## config.mk

```make
export PLATFORM = sky130hd
export DESIGN_NAME = fifo_write_arbiter
export DESIGN_NICKNAME = d
export VERILOG_FILES = /design/src/rtl/fifo_write_arbiter.sv
export SDC_FILE = /design/constraint.sdc
export NUM_CORES = 1
export LEC_CHECK = 0
export ABC_AREA = 1
export CORE_MARGIN = 3
export CORE_UTILIZATION = 33
export CTS_CLUSTER_SIZE = 30
export DETAILED_ROUTE_END_ITERATION = 6
export GPL_ROUTABILITY_DRIVEN = 0
export PLACE_DENSITY = 0.82
export SETUP_SLACK_MARGIN = 0.1
export SYNTH_ARGS = -nofsm -noshare
export SYNTH_HDL_FRONTEND = slang
export SYNTH_SLANG_ARGS = --single-unit
export TNS_END_PERCENT = 20
```

## constraint.sdc

```tcl
create_clock -name clk -period 3.9 [get_ports clk]
set_input_delay 0.39 -clock clk [delete_from_list [all_inputs] [get_ports clk]]
set_output_delay 0.39 -clock clk [all_outputs]
set_load 0.03 [all_outputs]
```

## src/rtl/fifo_write_arbiter.sv

```systemverilog
// Round-robin arbiter sharing one gp_fifo write port among NUM_REQ requesters,
// with watermark hysteresis on FIFO occupancy to throttle writers before the FIFO fills.
module fifo_write_arbiter #(
    parameter int NUM_REQ    = 4,
    parameter int DATA_W     = 34,
    parameter int HIGH_WATER = 28,
    parameter int LOW_WATER  = 20
) (
    input  logic                      clk,
    input  logic                      reset,
    input  logic [NUM_REQ-1:0]        req,
    input  logic [NUM_REQ*DATA_W-1:0] wdata,
    output logic [NUM_REQ-1:0]        ack,
    output logic                      fifo_write_en,
    output logic [DATA_W-1:0]         fifo_data_in,
    input  logic                      fifo_full,
    input  logic [4:0]                fifo_ocup,
    output logic [2:0]                grant_id,
    output logic                      throttle,
    output logic                      overflow_err
);

    typedef enum logic [0:0] {
        ST_RUN      = 1'b0,
        ST_THROTTLE = 1'b1
    } state_t;

    localparam logic [5:0] HIGH_OCC = 6'(HIGH_WATER);
    localparam logic [5:0] LOW_OCC  = 6'(LOW_WATER);
    localparam logic [3:0] NUM_REQ4 = 4'(NUM_REQ);
    localparam logic [2:0] LAST_REQ = 3'(NUM_REQ - 1);

    state_t                   state_r;
    state_t                   state_next_s;
    logic [2:0]               rr_ptr_r;
    logic [2:0]               grant_id_r;
    logic                     overflow_r;
    logic [5:0]               occ_s;
    logic [2*NUM_REQ-1:0]     req_dbl_s;
    logic [NUM_REQ-1:0]       req_rot_s;
    logic                     found_s;
    logic [2:0]               offset_s;
    logic [3:0]               winner_sum_s;
    logic [2:0]               winner_s;
    logic                     grant_ok_s;
    logic                     grant_s;

    // ocup wraps to 0 at 32 entries, so the full flag restores the true count
    assign occ_s = fifo_full ? 6'd32 : {1'b0, fifo_ocup};

    // Next-state logic for the watermark hysteresis
    always_comb begin
        state_next_s = state_r;
        case (state_r)
            ST_RUN: begin
                if (occ_s >= HIGH_OCC) begin
                    state_next_s = ST_THROTTLE;
                end else begin
                    state_next_s = ST_RUN;
                end
            end
            ST_THROTTLE: begin
                if (occ_s <= LOW_OCC) begin
                    state_next_s = ST_RUN;
                end else begin
                    state_next_s = ST_THROTTLE;
                end
            end
            default: state_next_s = ST_RUN;
        endcase
    end

    // Rotate requests so bit 0 is the requester at rr_ptr
    assign req_dbl_s = {req, req} >> rr_ptr_r;
    assign req_rot_s = req_dbl_s[NUM_REQ-1:0];
    assign found_s   = |req_rot_s;

    // Priority-encode the rotated vector: lowest set bit wins
    always_comb begin
        offset_s = 3'd0;
        for (int p = NUM_REQ - 1; p >= 0; p--) begin
            if (req_rot_s[p]) begin
                offset_s = 3'(p);
            end else begin
                offset_s = offset_s;
            end
        end
    end

    // Map the rotated offset back to an absolute requester index
    always_comb begin
        winner_sum_s = {1'b0, rr_ptr_r} + {1'b0, offset_s};
        if (winner_sum_s >= NUM_REQ4) begin
            winner_sum_s = winner_sum_s - NUM_REQ4;
        end else begin
            winner_sum_s = winner_sum_s;
        end
        winner_s = winner_sum_s[2:0];
    end

    // Reset gating keeps ack low immediately while reset is held
    assign grant_ok_s = !reset && (state_r == ST_RUN) && !fifo_full;
    assign grant_s    = grant_ok_s && found_s;

    // Drive the FIFO write port and the one-hot ack from the winner
    always_comb begin
        ack           = '0;
        fifo_write_en = grant_s;
        fifo_data_in  = '0;
        for (int i = 0; i < NUM_REQ; i++) begin
            if (grant_s && (winner_s == 3'(i))) begin
                ack[i]       = 1'b1;
                fifo_data_in = wdata[i*DATA_W +: DATA_W];
            end else begin
                ack[i] = 1'b0;
            end
        end
    end

    // State, round-robin pointer, last grant and sticky overflow registers
    always_ff @(posedge clk or posedge reset) begin
        if (reset) begin
            state_r    <= ST_RUN;
            rr_ptr_r   <= 3'd0;
            grant_id_r <= 3'd0;
            overflow_r <= 1'b0;
        end else begin
            state_r <= state_next_s;
            if (grant_s) begin
                rr_ptr_r   <= (winner_s == LAST_REQ) ? 3'd0 : winner_s + 3'd1;
                grant_id_r <= winner_s;
            end else begin
                rr_ptr_r   <= rr_ptr_r;
                grant_id_r <= grant_id_r;
            end
            if (fifo_write_en && fifo_full) begin
                overflow_r <= 1'b1;
            end else begin
                overflow_r <= overflow_r;
            end
        end
    end

    assign throttle     = (state_r == ST_THROTTLE);
    assign grant_id     = grant_id_r;
    assign overflow_err = overflow_r;

endmodule
```

# Word-level counts from Yosys, hierarchy flattened
# Index checks and enable logic that the tools add are counted.
[word_totals]
reg_bits = 8
out_inout_bits = 44
[classes]
n_bitwise = 1
n_lt_le_gt_ge = 3
n_mux = 18
n_shift = 1
reduce_logical = 12
n_addsub = 3
n_eq_ne = 3
[ops]
columns = ["op", "n"]
rows = [
  ["34-bit 2-to-1 mux", 4],
  ["3-bit 2-to-1 mux", 5],
  ["1-bit logical AND", 8],
  ["8-bit by 3-bit >> shifter with 4-bit output", 1],
  ["3-bit by 2-bit equality test with 1-bit output, second input constant", 2],
  ["6-bit by 5-bit >= comparator with 1-bit output, second input constant", 1],
  ["6-bit by 5-bit less-or-equal comparator with 1-bit output, second input constant", 1],
  ["1-bit 2-to-1 mux", 6],
  ["6-bit 2-to-1 mux", 1],
  ["3-bit by 3-bit adder with 4-bit output", 1],
  ["4-bit by 3-bit >= comparator with 1-bit output, second input constant", 1],
  ["4-bit OR reduction", 1],
  ["3-bit by 1-bit adder with 3-bit output, second input constant", 1],
  ["3-bit by 1-bit equality test with 1-bit output, second input constant", 1],
  ["3-bit zero test", 1],
  ["3-bit subtractor, second input constant", 1],
  ["1-bit zero test", 2],
  ["2-bit 2-to-1 mux", 1],
  ["1-bit one-hot mux with 2 select lines", 1],
  ["1-bit inverter", 1],
]

# Depth between registers and ports, before layout
# Gate-level depths: netlist of the first run.
[logic_depth]
word_depth = 14
depth_mapped = 21
mapped_depth_nobuf = 19

# Worst setup path after synthesis of the first run
# OpenSTA, ideal clock, no wires.
[synth_path]
kind = "reg2out"
start = "register rr_ptr_r[1]"
end = "output port fifo_data_in[10]"
t_required_ns = 3.510
path_stages_with_launch = 20
path_slack_ns = 0.491
n_path_buf = 1
t_arrival_ns = 3.019
path_cell_list = "dfrtp_1 inv_1 nor2_1 nand2_1 nand2_1 nand3_1 a21boi_0 ha_1 fa_1 inv_1 ha_1 inv_1 nor2_1 buf_2 nand4_1 nand2_1 inv_1 nand2_1 nand2_1 nand2_1"
[synth_via]
elab_chain_cells = 14
elab_cells_between_ends = 23
cone_classes = "add/sub (2); order compare (1); eq/ne (3); shift (1); mux (9); reduce/logical (7)"
[synth_rtl]
columns = ["element", "line_no", "rtl"]
rows = [
  ["start, declared", "35", "logic [2:0] rr_ptr_r;"],
  ["start signal, assigned", "130", "rr_ptr_r <= (winner_s == LAST_REQ) ? 3'd0 : winner_s + 3'd1;"],
  ["start signal, assigned", "133", "rr_ptr_r <= rr_ptr_r;"],
  ["8-bit by 3-bit >> shifter with 4-bit output", "74", "assign req_dbl_s = {req, req} >> rr_ptr_r;"],
  ["2-bit 2-to-1 mux", "82", "if (req_rot_s[p]) begin"],
  ["3-bit 2-to-1 mux (3 in a row)", "82", ""],
  ["3-bit by 3-bit adder with 4-bit output *", "92", "winner_sum_s = {1'b0, rr_ptr_r} + {1'b0, offset_s};"],
  ["4-bit by 3-bit >= comparator with 1-bit output / 3-bit subtractor (equally long branches)", "93, 94", ""],
  ["3-bit 2-to-1 mux *", "93", "if (winner_sum_s >= NUM_REQ4) begin"],
  ["named net winner_sum_s[1]", "43", "logic [3:0] winner_sum_s;"],
  ["3-bit zero test", "111", "if (grant_s && (winner_s == 3'(i))) begin"],
  ["1-bit logical AND", "111", ""],
  ["34-bit 2-to-1 mux (3 in a row)", "111", ""],
  ["34-bit 2-to-1 mux *", "111", ""],
  ["end, declared", "15", "output logic [DATA_W-1:0] fifo_data_in,"],
]
# Mark *: on every way through the listed nets, which the timed path passes. The rest lies on a longest branch.

# Final worst setup path of the first run
[layout_path]
start = "register rr_ptr_r[1]"
end = "output port fifo_data_in[24]"
# The elaborated chain is that of the path after synthesis.

==> impl_results.md, run 1 <==
- Seq/Total Area, Yosys: 0.0875
- Synth top area share: 0.381
- Outcome: complete, no violations
- Tmin final: approximately 3700 ps
- Cell Int Power: approximately 1100 uW
- Global-route wire length before repair: roughly 14 mm
- Num CTS Buffers: 3
- H-Tree Depth: 1
- Final non-filler cell total: approximately 730
- Final Hold Viols: 0
- Final wirelength: about 9.9 mm
- Sw frac: 0.541
- FF-to-FF path depth: 11
- GR Util met1: 0.227
- Row count: 29
- Dpl cells: ~710
- Most area-consuming cells after synthesis: nand2_1, inv_1, nand4_1
- Detailed-route via count: about 3.4k
- Top FF cell, synth: dfrtp_1
- RSZ-0062 raised after global routing: yes
- Die height: a little under 90 um
- Peak supply drop: roughly 520 uV
- Tcrit/Tclk final: 0.951
- Hold path endpoint: overflow_err$_DFFE_PP0P_
- Met3 usage: 0.0525
- Largest net degree at the start of global routing: between 40 and 50
- Arrival time of the worst setup path: 3320 ps
- Number of synthesized flops with an enable pin: 0
- Max Clock Freq: between 200 and 300 MHz
- Die width: ~89 um
- Syn Std Cell Area: ~2300 um2
- Syn nets: 616
- Avg WL per Cell: 13.6 um
- Avg Cell Area, Syn: 4.96 um2
- IO Port Bufs: roughly 190
- DRT antenna net count: 0
- Starting Density: 0.350
- Pwr dens: 524 nW/um2
- GRT met2 Usage: 0.422
- GR peak layer: met2
- Worst setup slack after layout: around 190 ps
- Clock Skew: between 4 and 5 ps
- Seq cells post-synth: 8
- Synth async-reset ratio: 1.00
- Fin nets: approximately 810
- CP required: approximately 3500 ps
- Final HPWL DP: between 7 and 8 mm
- HP Class: reg2reg
- Reg2reg end: rr_ptr_r[0]$_DFFE_PP0P_
- Leak: around 0.0024 uW
- Reg2Reg Setup Slack: about 1400 ps
- Sequential share of power: 0.054
- Worst path top cell family by delay: simple AND/OR/NAND/NOR gates
- Hold path startpoint: overflow_err$_DFFE_PP0P_
- Hold depth: 0
- IO Pins: between 150 and 200
- Initial antenna violation count: 0
- Comb pwr share: 0.904
- Tot GR Track Use: 0.213
- Root Buffer: clkbuf_8
- WP buf/inv: 6
- Post-place setup slack: -30.7 ps
- Most frequent cells in the layout: nand2_1, clkdlybuf4s50_1, inv_1
- Max FO, Critical Path: 7
- Initial DRT Pass Iterations: 4
- Clock network fraction of total power: 0.042
- Core area: 6530 um2
- Max clock buf depth: 2
- Crit path cell chain: inv_1 > nor2_1 > nand2_1 > nand2_2 > nand3_2 > a21boi_2 > ha_2 > fa_2 > inv_4 > ha_4 > inv_2 > nor2_2 > nand3_2 > nor2_4 > buf_12 > clkbuf_16 > nand2_1 > nand2_1 > nand2_1 > nand2_1 > buf_4
- Critical path class: reg2out
- Area grow syn2layout: 98.6%
- Worst setup SP type: register
- Initial DRC count: 55
- Leading area contributor after synthesis: nand2_1
- Layout cells sized above 1: 0.152
- Most common cell after layout, fill and taps aside: nand2_1
- Worst skew pair latency: ~230 ps
- CTS tree: yes
- Cells after synthesis: 461
- Count of pins over their slew limit: 0
- CP most frequent cell: nand2_1
- Routed vias/inst: 4.72
- Number of global-route vias before repair: 3123
- YS warnings: 0
- Antenna Cells: 0
- Hold_buf cts: 0
- Crit-path slowest cell: fa_2
- Critical R2R Launch: rr_ptr_r[0]$_DFFE_PP0P_
- Psw: roughly 1300 uW
- Die ar.: ~8000 um2
- Slew at the pin with the worst max-slew slack: ~390 ps
- TritonCTS Sinks: 8
- Remaining routing DRC violations: 0
- CP Capture Type: primary output
- Clock slew at reported path FFs: 40 ps
- Max-Cap Viols: 0
- Total gr overflow: 0
- Slew headroom: 0.737
- Post-synthesis cell type count: 27
- Final setup vio count: 0
- Peak per-stage delay on the critical path: 480 ps
## metal layers
metal  vias to the layer above  routed length [um]
li1                       1787                   -
met1                      1497                3760
met2                       141                5180
met3                         8                 890
met4                         0                  72
met5                         -                   0
## timing repair
| action | CTS | global route |
|---|---|---|
| pin swaps | 4 | 28 |
| resized for setup | 13 | 45 |
| endpoints found under the setup margin | 36 | 36 |
| buffers inserted | 3 | 4 |
| gates cloned | 1 | 4 |
## worst max-delay path by stage
stage | startpoint | to | cells past startpoint
2_1_floorplan | rr_ptr_r[1]$_DFFE_PP0P_ | fifo_data_in[10] | 19
3_3_place_gp | req[0] | fifo_data_in[3] | 21
3_5_place_dp | req[0] | fifo_data_in[7] | 21
4_1_cts | req[3] | fifo_data_in[23] | 22
5_1_grt | rr_ptr_r[0]$_DFFE_PP0P_ | fifo_data_in[14] | 16
6_report | rr_ptr_r[1]$_DFFE_PP0P_ | fifo_data_in[24] | 21
## per-stage QoR
stage	hold WS (ps)	instance area, um2	setup TNS [ps]	total power, uW	util
final	373	4540	0	2380	0.696
after floorplan	206	2290	0	1240	-
after detailed placement	364	4160	-147	1890	0.637
after CTS	373	4300	0	2080	0.658
after global routing	389	4540	0	2570	0.696
after global placement	366	4160	0	1850	0.637
## synthesized netlist by cell type, types with 4 or more instances
cell type    n
dfrtp_1      8
nand3_1      6
o21ai_0      9
buf_4        4
nand4_1     34
nor2_1       6
inv_1       84
buf_6        5
ha_1         6
nand2_1    232
buf_2       13
o21ai_1     30
clkbuf_1     4
## cell type report
type                    count  area, um2
repair buffers            212       2180
fillers                   604       1990
multi-input cells         339       1680
inverters                  88        345
flip-flops and latches      8        203
well taps                  77       96.3
clock buffers               3       41.3
## sequential cells by signal (all words and copies together), names as in the netlist
name and count:
grant_id 3, overflow_err 1, rr_ptr_r 3, throttle 1
## power groups by stage
| stage | Sequential [uW] | Combinational [uW] | Clock (uW) |
|---|---|---|---|
| 6_report | 128 | 2150 | 101 |
| 5_1_grt | 133 | 2330 | 106 |
| 4_1_cts | 132 | 1850 | 103 |
| 3_5_place_dp | 130 | 1760 | 0 |
| 3_3_place_gp | 128 | 1720 | 0 |
| 2_1_floorplan | 146 | 1090 | 0 |
## worst reg2reg max path: cells and delay by family, from the launching register on
| kind | cells | cell delay (ps) |
|---|---|---|
| compound gates | 3 | 370 |
| fa+ha+maj | 3 | 1040 |
| buf+inv | 2 | 260 |
| simple gates | 3 | 250 |
| flops | 1 | 450 |
## kinds of logic after synthesis
group | Yosys count | share of synthesized area
fa+ha+maj | 7 | 0.0416
flops | 8 | 0.0875
buf+inv | 114 | 0.219
compound gates | 45 | 0.104
simple gates | 287 | 0.547
Power figures use the tool's default switching activity.
==> inputs of run 2 (changes only) <==
--- a/config.mk
+++ b/config.mk
@@ -6,13 +6,15 @@
 export NUM_CORES = 1
 export LEC_CHECK = 0
 export ABC_AREA = 1
+export CORE_ASPECT_RATIO = 1.2
 export CORE_MARGIN = 3
-export CORE_UTILIZATION = 33
+export CORE_UTILIZATION = 30
 export CTS_CLUSTER_SIZE = 30
 export DETAILED_ROUTE_END_ITERATION = 6
 export GPL_ROUTABILITY_DRIVEN = 0
-export PLACE_DENSITY = 0.82
+export PLACE_DENSITY = 0.79
 export SETUP_SLACK_MARGIN = 0.1
+export SKIP_LAST_GASP = 1
 export SYNTH_ARGS = -nofsm -noshare
 export SYNTH_HDL_FRONTEND = slang
 export SYNTH_SLANG_ARGS = --single-unit
==> constraint.sdc (replaced) <==
create_clock -name clk -period 3.2 [get_ports clk]
set_input_delay 0.32 -clock clk [delete_from_list [all_inputs] [get_ports clk]]
set_output_delay 0.32 -clock clk [all_outputs]
set_load 0.03 [all_outputs]
==> run 2 against run 1 <==
  * The flow now finishes with violations (setup timing)
  * Largest cell class unchanged
  * Non-clock buffer count up 35
  * Via count is 9.9% higher
  * Combinational power grew 51%
  * Global-route usage is 1.2 points higher
==> impl_results.md, run 2 (same netlist as run 1, synthesis figures left out) <==
- Fin nets: 843 (+4.5%)
- Final wirelength: 11.4 mm (+16%)
- Max clock buf depth: 2 (unchanged)
- Detailed-route via count: 3774 (+9.9%)
- M1 WL: 4.25 mm (+13%)
- Pwr dens: 647 nW/um2 (+23%)
- Die ar.: 8710 um2 (+9.4%)
- Slew headroom: 0.700 (-0.0366)
- Critical R2R Launch: rr_ptr_r[0]$_DFFE_PP0P_
- Core area: 7320 um2 (+12%)
- Reg2Reg Setup Slack: 570 ps (-840 ps)
- Clock slew at reported path FFs: 40 ps (about the same)
- Sequential standard cell area: 203 um2 (unchanged)
- PnR Total Power: 3520 uW (+48%)
- Avg WL per Cell: 14.7 um (+8.2%)
- RSZ-0062 raised after global routing: yes
- H-Tree Depth: 1 (unchanged)
- CP required: 2880 ps (-630 ps)
- Clock Skew: 5.27 ps (+0.862 ps)
- Max FO, Critical Path: 6 (-1)
- Crit-path slowest cell: dfrtp_2
- Peak per-stage delay on the critical path: 450 ps (-30 ps)
- Starting Density: 0.313 (-0.0376)
- Initial DRT Pass Iterations: 5 (+1)
- Max Clock Freq: 276 MHz
- Arrival time of the worst setup path: 3310 ps (about the same)
- Routed vias/inst: 4.86 (+2.9%)
- Row count: 34 (+17%)
- Tot GR Track Use: 0.225 (+0.0123)
- Hold depth: 0 (unchanged)
- Initial DRC count: 121 (+120%)
- Count of pins over their slew limit: 0 (unchanged)
- Final non-filler cell total: 777 (+6.9%)
- IO Pins: 192 (unchanged)
- Global-route wire length before repair: 16.0 mm (+17%)
- Antenna Cells: 0 (unchanged)
- Outcome: finished with violations
- WP buf/inv: 7 (+1)
- Die width: 85.7 um (-4.0%)
- Most frequent cells in the layout: nand2_1, clkdlybuf4s50_1, inv_1
- Critical Path Sink: fifo_data_in[8]
- Remaining routing DRC violations: 0 (unchanged)
- CP startpoint: rr_ptr_r[0]$_DFFE_PP0P_
- Worst setup SP type: register
- Fill cells: 556 (-7.9%)
- Slew at the pin with the worst max-slew slack: 448 ps (+53.4 ps)
- Peak supply drop: 485 uV (-7.4%)
- Final Hold Viols: 0 (unchanged)
- CTS tree: yes
- DRT antenna net count: 0 (unchanged)
- Critical path class: reg2out
- Final HPWL DP: 7.55 mm (+3.0%)
- Root Buffer: clkbuf_8
- Die height: 102 um (+14%)
- Layout cells sized above 1: 0.326 (+0.174)
- CP most frequent cell: nand2_1
- Met2 wire len: 6.20 mm (+20%)
- Num CTS Buffers: 3 (unchanged)
- Area grow syn2layout: 138%
- Failing checks: setup timing
- Number of global-route vias before repair: 3455 (+11%)
- FF-to-FF path depth: 15 (+4)
- Tmin final: ~3600 ps
- Tcrit/Tclk final: 1.13
- Crit path cell chain: inv_4 > nand2_2 > nand2_1 > nand2_1 > nand2_1 > nand3_1 > a21boi_2 > ha_2 > fa_1 > inv_2 > ha_4 > inv_2 > nor2_2 > nand3_2 > nor2_4 > buf_6 > buf_8 > clkbuf_16 > nand2_1 > nand2_1 > nand2_2 > nand2_4 > buf_6
- Hold_buf cts: 0 (unchanged)
- Met3 WL post-DR: 717 um (-19%)
- HP Class: reg2reg
- Max-Cap Viols: 0 (unchanged)
- Initial antenna violation count: 0 (unchanged)
- Worst path top cell family by delay: simple AND/OR/NAND/NOR gates
- IO Port Bufs: 191 (unchanged)
- Leak: 0.00263 uW (+11%)
- Top sig layer: met4
- Worst setup slack after layout: -425 ps (-618 ps)
- Total gr overflow: 0 (unchanged)
- Reg2reg end: rr_ptr_r[0]$_DFFE_PP0P_
- Cell depth of the worst setup path: 23 (+9.5%)
- TritonCTS Sinks: 8 (unchanged)
- Dpl cells: 743 (+4.4%)
- CP Capture Type: primary output
- Area occupied by multi-input gates: 2090 um2 (+24%)
- Largest net degree at the start of global routing: 38 (-21%)
- Final setup vio count: 38 (+38)
- Worst skew pair latency: 230 ps (about the same)
- Most common cell after layout, fill and taps aside: nand2_1
[run 2: worst min-delay path by stage]
stage / from / to
6_report: overflow_err$_DFFE_PP0P_ / overflow_err$_DFFE_PP0P_
4_1_cts: overflow_err$_DFFE_PP0P_ / overflow_err$_DFFE_PP0P_
5_1_grt: overflow_err$_DFFE_PP0P_ / overflow_err$_DFFE_PP0P_
3_5_place_dp: overflow_err$_DFFE_PP0P_ / overflow_err$_DFFE_PP0P_
3_3_place_gp: overflow_err$_DFFE_PP0P_ / overflow_err$_DFFE_PP0P_
2_1_floorplan: reset / grant_id[0]$_DFFE_PP0P_
[run 2: per-layer routing]
layer | GRT usage | vias to the layer above
li1 | - | 1872
met4 | 0.0743 | 0
met5 | 0 | -
met3 | 0.0301 | 23
met1 | 0.254 | 1708
met2 | 0.432 | 171
[run 2: power breakdown]
group,total (uW),switching (uW),leakage [uW],internal (uW)
logic,3240,1760,0.00251,1480
registers,157,27.7,0.0000993,129
clock network,126,39.5,0.0000228,86.3
total,3520,1830,0.00263,1690
[run 2: layout make-up]
cell class	instances	share of cell area
Timing Repair Buffer	247	0.487
Multi-Input combinational cell	340	0.383
Tap cell	90	0.0207
Clock buffer	4	0.00827
Sequential cell	8	0.0372
Inverter	88	0.0634
[run 2: per-stage QoR]
stage                     hold slack, ps  TNS [ps]   util  instance area (um2)  worst slack, ps
final                                370    -13430  0.745                 5450             -425
after global routing                 389    -19390  0.745                 5450             -579
after CTS                            376    -13530  0.682                 4990             -426
after detailed placement             368    -19570  0.622                 4550             -606
after global placement               366    -14130  0.622                 4550             -439
after floorplan                      136         0      -                 2560              112
[run 2: timing repair]
| item | in CTS | in global routing |
|---|---|---|
| endpoints found under the setup margin | 38 | 38 |
| pin swaps | 14 | 33 |
| buffers inserted | 12 | 6 |
| resized for setup | 65 | 81 |
| cloned | 4 | 8 |
